$ cat src/rtl/pipe_pkg.sv
// pipe_pkg: shared widths and per-boundary control bundle layouts for pipe_stage_reg users
package pipe_pkg;
  localparam int DEF_CTRL_W = 8;
  localparam int DEF_DATA_W = 128;
  localparam int IF_ID_DATA_W = 64;
  localparam int ID_EX_DATA_W = 128;
  localparam int EX_MEM_DATA_W = 104;
  localparam int MEM_WB_DATA_W = 72;
  typedef struct packed {
    logic       branch;
    logic       jump;
    logic       alusrc;
    logic [3:0] aluop;
    logic       regwrite;
  } id_ex_ctrl_t;
  typedef struct packed {
    logic       memread;
    logic       memwrite;
    logic [2:0] memsize;
    logic       regwrite;
    logic [1:0] datatoregsel;
  } ex_mem_ctrl_t;
  typedef struct packed {
    logic       regwrite;
    logic [2:0] datatoregsel;
    logic       memread;
  } mem_wb_ctrl_t;
endpackage

$ cat src/rtl/pipe_stage_reg.sv
// pipe_stage_reg: parametrised valid/ready pipeline stage register with optional skid buffer, flush and stall counter
// Ports: clk, rst (sync, active-low), flush (sync kill of held entries),
//   in_valid/in_ready/in_ctrl/in_data (upstream), out_valid/out_ready/out_ctrl/out_data (downstream),
//   occupancy (entries held 0..2), stall_cnt (saturating count of out_valid & !out_ready cycles).
module pipe_stage_reg
  import pipe_pkg::*;
#(
  parameter int CTRL_W     = DEF_CTRL_W,
  parameter int DATA_W     = DEF_DATA_W,
  parameter int SKID       = 1,
  parameter int CLEAR_DATA = 1,
  parameter int CNT_W      = 16
) (
  input  logic              clk,
  input  logic              rst,
  input  logic              flush,
  input  logic              in_valid,
  output logic              in_ready,
  input  logic [CTRL_W-1:0] in_ctrl,
  input  logic [DATA_W-1:0] in_data,
  output logic              out_valid,
  input  logic              out_ready,
  output logic [CTRL_W-1:0] out_ctrl,
  output logic [DATA_W-1:0] out_data,
  output logic [1:0]        occupancy,
  output logic [CNT_W-1:0]  stall_cnt
);
  logic in_xfer, out_xfer, skid_valid;
  assign in_xfer  = in_valid & in_ready;
  assign out_xfer = out_valid & out_ready;
  assign occupancy = {1'b0, out_valid} + {1'b0, skid_valid};
  generate
    if (SKID != 0) begin : g_skid
      logic              sv;
      logic [CTRL_W-1:0] skid_ctrl;
      logic [DATA_W-1:0] skid_data;
      // in_ready comes straight from a flop, breaking the combinational backpressure path
      assign in_ready   = !sv;
      assign skid_valid = sv;
      always_ff @(posedge clk) begin
        if (!rst || flush) begin
          out_valid <= 1'b0;
          out_ctrl  <= '0;
          sv        <= 1'b0;
          skid_ctrl <= '0;
          if (CLEAR_DATA != 0) begin
            out_data  <= '0;
            skid_data <= '0;
          end
        end else if (!out_valid || out_xfer) begin
          // main frees up: the older skid entry goes first; in_ready was low so no input arrives then
          if (sv) begin
            out_valid <= 1'b1;
            out_ctrl  <= skid_ctrl;
            out_data  <= skid_data;
            sv        <= 1'b0;
            skid_ctrl <= '0;
          end else begin
            out_valid <= in_xfer;
            out_ctrl  <= in_xfer ? in_ctrl : '0;
            if (in_xfer) out_data <= in_data;
          end
        end else if (in_xfer) begin
          sv        <= 1'b1;
          skid_ctrl <= in_ctrl;
          skid_data <= in_data;
        end
      end
    end else begin : g_single
      assign in_ready   = !out_valid | out_ready;
      assign skid_valid = 1'b0;
      always_ff @(posedge clk) begin
        if (!rst || flush) begin
          out_valid <= 1'b0;
          out_ctrl  <= '0;
          if (CLEAR_DATA != 0) out_data <= '0;
        end else if (in_xfer) begin
          out_valid <= 1'b1;
          out_ctrl  <= in_ctrl;
          out_data  <= in_data;
        end else if (out_xfer) begin
          out_valid <= 1'b0;
          out_ctrl  <= '0;
        end
      end
    end
  endgenerate
  // flush deliberately leaves the counter alone so stalls survive pipeline kills
  always_ff @(posedge clk) begin
    if (!rst) stall_cnt <= '0;
    else if (out_valid && !out_ready && stall_cnt != '1) stall_cnt <= stall_cnt + 1'b1;
  end
endmodule

$ cat config.mk
export PLATFORM = sky130hd
export DESIGN_NAME = pipe_stage_reg
export DESIGN_NICKNAME = d
export VERILOG_FILES = /design/src/rtl/pipe_pkg.sv /design/src/rtl/pipe_stage_reg.sv
export SDC_FILE = /design/constraint.sdc
export NUM_CORES = 1
export LEC_CHECK = 0
export CELL_PAD_IN_SITES_DETAIL_PLACEMENT = 0
export CELL_PAD_IN_SITES_GLOBAL_PLACEMENT = 1
export CORE_AREA = 2 2 173 192
export DETAILED_ROUTE_END_ITERATION = 10
export DIE_AREA = 0 0 175 194
export GPL_TIMING_DRIVEN = 1
export PLACE_DENSITY_LB_ADDON = 0.15
export SLEW_MARGIN = 20
export SYNTH_ARGS = -nofsm -noshare
export SYNTH_HDL_FRONTEND = slang
export SYNTH_SLANG_ARGS = --single-unit
$ cat constraint.sdc
create_clock -name clk -period 2.1 [get_ports clk]
set_input_delay 0.21 -clock clk [delete_from_list [all_inputs] [get_ports clk]]
set_output_delay 0.21 -clock clk [all_outputs]
set_load 0.01 [all_outputs]
Word level (Yosys, flattened, before mapping)
Index checks and enable logic that the tools add are counted.

storage, ports and cells
  bits of input ports = 141
  output and inout port bits = 156
  logic and storage cells = 36
  flip-flop bits (word level) = 290

operators by class
  eq/ne operators = 2
  reduce and logical (&&, ||, !) cells = 14
  multiplexer cells = 8
  add/sub/neg operators = 2
  bitwise gates (word level) = 3

operator list
  cell                   count
  $mux 128               2
  $mux 8                 5
  $add 16x1->16 const B  1
  $ne 16x16->1 const B   1
  $reduce_and 2->1       3
  $logic_not 1->1        4
  $reduce_bool 2->1      2
  $add 1x1->2            1
  $and 1x1->1            2
  $logic_and 1x1->1      2
  $logic_or 1x1->1       2
  $ne 2x2->1 const B     1
  $reduce_or 2->1        1
  $mux 1                 1
  $not 1->1              1

Depth between registers and ports, before layout
  depth in word-level cells = 4
  mapped depth = 7
  depth with buffers taken out = 5

Worst setup path before layout
OpenSTA, ideal clock, no wires.

  path kind = register to register
  start point = register stall_cnt[4]
  end point = register stall_cnt[15]
  stages on the path, launching flop included = 6
  setup slack = 227 ps
  library setup time = 72 ps
  data arrival time = 1801 ps
  path buffers = 1
  period minus slack after synthesis = 1873 ps
  path through = dfxtp_1 -> nand4_2 -> or4_1 -> buf_2 -> or4_1 -> a21oi_1

on the way
  cells in the longest elaborated chain, start to end = 2
  elaborated cells between the ends (all ways) = 3
  those cells by class = add/sub: 1; eq/ne: 1; reduce/logical: 1

RTL lines
  what                                                   RTL line              text
  start, declared                                        pipe_stage_reg.sv:26  output logic [CNT_W-1:0] stall_cnt
  start signal, assigned                                 pipe_stage_reg.sv:91  else if (out_valid && !out_ready && stall_cnt != '1) stall_cnt <= stall_cnt + 1'b1;
  branches (longest 2 deep; another with $add 16x1->16)  -

Parallel ways; which one is timed is not known.
A chain may end at the register's enable or synchronous reset.

Worst setup path in the final report
  start point = register g_skid.sv
  end point = output occupancy[1]

on the way
  cells in the longest elaborated chain, start to end = 1

RTL lines
  what                    RTL line              text
  start, declared         pipe_stage_reg.sv:34  logic sv;
  start signal, assigned  pipe_stage_reg.sv:44  sv <= 1'b0;
  start signal, assigned  pipe_stage_reg.sv:56  sv <= 1'b0;
  start signal, assigned  pipe_stage_reg.sv:64  sv <= 1'b1;
  $add 1x1->2             pipe_stage_reg.sv:31  assign occupancy = {1'b0, out_valid} + {1'b0, skid_valid};
  end, declared           pipe_stage_reg.sv:25  output logic [1:0] occupancy,

Every way passes these cells.

==> flow_summary_export.csv <==
group,metric,value,unit
floorplan,die_area,34000,µm²
worst_setup_path,critPathBufInv,1,
logic_synthesis,yosys_warnings,0,
pwr,switchingPower,2.85,mW
worst_setup_path,cp_top_family,"buffers and inverters",
detailed_routing,drt_wl_total,31400,µm
final_layout,layout-drive-gt1-share,7.15,%
worst_setup_path,endpoint_kind,"output pin",
placement,portBuffers,296,
worst_setup_path,worstRegToRegCells,5,
sta,finalSetupViolations,0,
clock_network,cts_tree,"built",
job,maxCapViolCount,0,
global_routing,grt.total_usage,17.8,%
logic_synthesis,synthTopCellsByArea,"dfxtp_1, mux2i_1, a211oi_1",
worst_setup_path,max_stage_delay,0.55,ns
worst_setup_path,crit_type,"register to output pin",
pwr,share_comb_of_total_power,10.1,%
clock_network,ctsHoldBuffers,0,
sta,worst_pin_slew,0.497,ns
sta,period_needed,1.99,ns
global_routing,grt_pass1_wl,49700,µm
floorplan,ios,297,
clock_network,root_buffer,"clkbuf_16",
detailed_routing,drt_pass1_iterations,4,
pwr,leakage,5.45,nW
placement,placed_cell_area,15200,µm²
logic_synthesis,synth.distinct_cells,37,
sta,skew,0.00901,ns
floorplan,coreArea,32000,µm²
pwr,netSwitchingFraction,23.0,%
placement,post-dp-hpwl,21100,µm
sta,min_period_over_period,94.6,%
clock_network,worstSkewPairLatency,0.55,ns
sta,rsz0062_at_grt,"false",
logic_synthesis,mappedNetlistArea,11300,µm²
floorplan,die_h,194,µm
clock_network,clock_path_buffers,3,
clock_network,cts_buffers,31,
clock_network,h-tree-depth,1,
sta,hold_viol_final,0,
logic_synthesis,synth-seq-cells,290,
placement,pre_cts_slack,-0.0788,ns
floorplan,fp.dieW,175,µm
worst_setup_path,cp_slowest_cell,"clkdlybuf4s50_1",
logic_synthesis,syn_inst,1295,
pwr,clockPowerShare,43.7,%
logic_synthesis,syn_avg_cell_area,8.76,µm²
worst_hold_path,whs_path_depth,3,
pwr,p_per_area,763,nW/µm²
global_routing,grt_pass1_vias,9085,
logic_synthesis,async_reset_ff_share,0,%
sta,slew_headroom,66.8,%
worst_setup_path,worstPathCellList,"ha_1, clkdlybuf4s50_1",
clock_network,numClockSinks,290,
detailed_routing,num_vias,9825,
detailed_routing,routedWlPerCell,15.6,µm
worst_setup_path,crit_arrival,1.78,ns
placement,placed_cells,1965,
worst_setup_path,worstSetupPathDepth,2,
worst_setup_path,cp.required,1.89,ns
final_layout,area_growth,42.9,%
logic_synthesis,synth_edf_count,0,
pwr,p_int,9.52,mW
logic_synthesis,yosysSeqAreaShare,51.2,%
worst_setup_path,cp_max_fo,13,
detailed_routing,ant_nets,0,
logic_synthesis,yosys-top-cells-count,"dfxtp_1, nand2_1, nor2_1, a211oi_1, a21oi_1",
global_routing,grt_max_degree,89,
global_routing,antenna_found_initial,1,
detailed_routing,avgViaCountPerCell,4.86,
placement,finalWeightedCongestion,0.793,
logic_synthesis,synth_fp_nets,1438,
sta,max_freq,504,MHz
floorplan,initial_core_util,35.4,%
floorplan,num_rows,69,
global_routing,overflow,0,
final_layout,fin_cells,2021,
logic_synthesis,yosysTopAreaCell,"dfxtp_1",
final_layout,finalNetCount,1715,
worst_setup_path,critical_path.startpoint_type,"register",
sta,final-max-slew-violation-count,0,
clock_network,clkTransAtPathRegs,0.06,ns
pwr,p_seq_share,46.2,%
final_layout,design_area,16200,µm²
sta,layout_setup_ws,0.114,ns
pwr,ir_drop,0.533,mV
logic_synthesis,synth.most_common_cell,"dfxtp_1",
worst_hold_path,hold_path_class,"input pin to register",
detailed_routing,initialDrtViolationCount,395,
detailed_routing,drc,0,
status,outcome,"complete, no violations",
logic_synthesis,synth_top_area_share,51.2,%
logic_synthesis,synthFlopType,"dfxtp_1",
==> per-stage QoR <==
stage / hold WS [ns] / TNS (ns) / util (%) / power [mW]
6_report: 0.224 / 0 / 50.6 / 12.4
5_1_grt: 0.227 / 0 / 50.6 / 12.9
4_1_cts: 0.201 / 0 / 50.6 / 12.6
3_5_place_dp: 0.446 / -0.0922 / 47.5 / 7.10
3_3_place_gp: 0.440 / -0.0739 / 47.5 / 7.09
2_1_floorplan: 0.346 / 0 / - / 6.32
==> layout make-up <==
| type | count | area (µm²) |
|---|---|---|
| Antenna cell | 1 | 2.50 |
| Timing Repair Buffer | 352 | 3690 |
| Inverter | 3 | 11.3 |
| Clock inverter | 12 | 113 |
| Tap cell | 426 | 533 |
| Sequential cell | 290 | 5810 |
| Clock buffer | 43 | 901 |
| Multi-Input combinational cell | 894 | 5150 |
| Fill cell | 3054 | 15800 |
==> routing by layer <==
layer | vias to the layer above | wire length (µm) | track usage (%)
li1 | 5061 | - | -
met1 | 4515 | 13900 | 23.3
met2 | 210 | 15100 | 29.7
met3 | 39 | 1910 | 4.20
met4 | 0 | 531 | 4.20
met5 | - | 0 | 0
==> cells by family (layout without fill, tap and decap cells) <==
logic type               count (synthesis)  in the layout  synth area share [%]
AND/OR/NAND/NOR                        457            457                  16.1
AO/OA/AOI/OAI                          300            300                  16.9
flip-flops                             290            290                  51.2
multiplexers                           134            134                  11.8
buffers and inverters                  111            410                  3.73
adder cells (fa/ha/maj)                  2              2                 0.220
XOR/XNOR                                 1              1                0.0772
other                                    0              1                     0
==> sequential cells by signal (all words and copies together) (netlist names) <==
| register | count |
|---|---|
| g_skid.skid_ctrl | 8 |
| g_skid.skid_data | 128 |
| g_skid.sv | 1 |
| out_ctrl | 8 |
| out_data | 128 |
| out_valid | 1 |
| stall_cnt | 16 |
==> worst register-to-register path, delay by kind of cell, from the launching register on <==
family / cells / cell delay [ns]
buf+inv: 1 / 0.18
flops: 1 / 0.40
mux: 1 / 0.22
simple gates: 3 / 1.05
==> power groups by stage <==
stage	logic [mW]	registers (mW)	clock network, mW
after floorplan	0.450	5.87	0
after global placement	1.26	5.83	0
after detailed placement	1.26	5.84	0
after CTS	1.27	5.71	5.58
after global routing	1.37	5.72	5.80
final	1.25	5.71	5.41
==> path summary, 6_finish.rpt <==
kind	startpoint	to	slack [ns]
hold reg to reg	g_skid.skid_data[111]	g_skid.skid_data[111]	0.45
setup reg to reg	stall_cnt[6]	stall_cnt[11]	0.18
setup / recovery	g_skid.sv	occupancy[1]	0.11
hold / removal	in_data[123]	g_skid.skid_data[123]	0.22
==> cell usage in the layout, fill, tap and decap left out, types with 3 or more instances in the layout <==
| cell | netlist | final |
|---|---|---|
| clkdlybuf4s50_1 | 0 | 295 |
| dfxtp_1 | 290 | 289 |
| nand2_1 | 269 | 269 |
| nor2_1 | 151 | 150 |
| a211oi_1 | 136 | 136 |
| a21oi_1 | 136 | 136 |
| mux2i_1 | 134 | 134 |
| clkbuf_16 | 0 | 31 |
| buf_4 | 0 | 31 |
| buf_12 | 0 | 25 |
| clkinv_2 | 0 | 9 |
| a22oi_1 | 8 | 8 |
| a2bb2oi_1 | 8 | 8 |
| clkbuf_8 | 0 | 8 |
| nand2b_1 | 7 | 6 |
| nand4_1 | 4 | 4 |
| or4_1 | 4 | 4 |
| clkbuf_1 | 89 | 4 |
| nand3_1 | 4 | 3 |
| o31ai_1 | 3 | 3 |
| nor3_1 | 3 | 3 |
| o21ai_0 | 3 | 3 |
| or3_1 | 3 | 3 |
==> what timing repair did <==
action	in CTS	in global routing
setup buffers	0	0
setup endpoints to repair	1	0
resized for setup	1	0
Power figures use the tool's default switching activity.
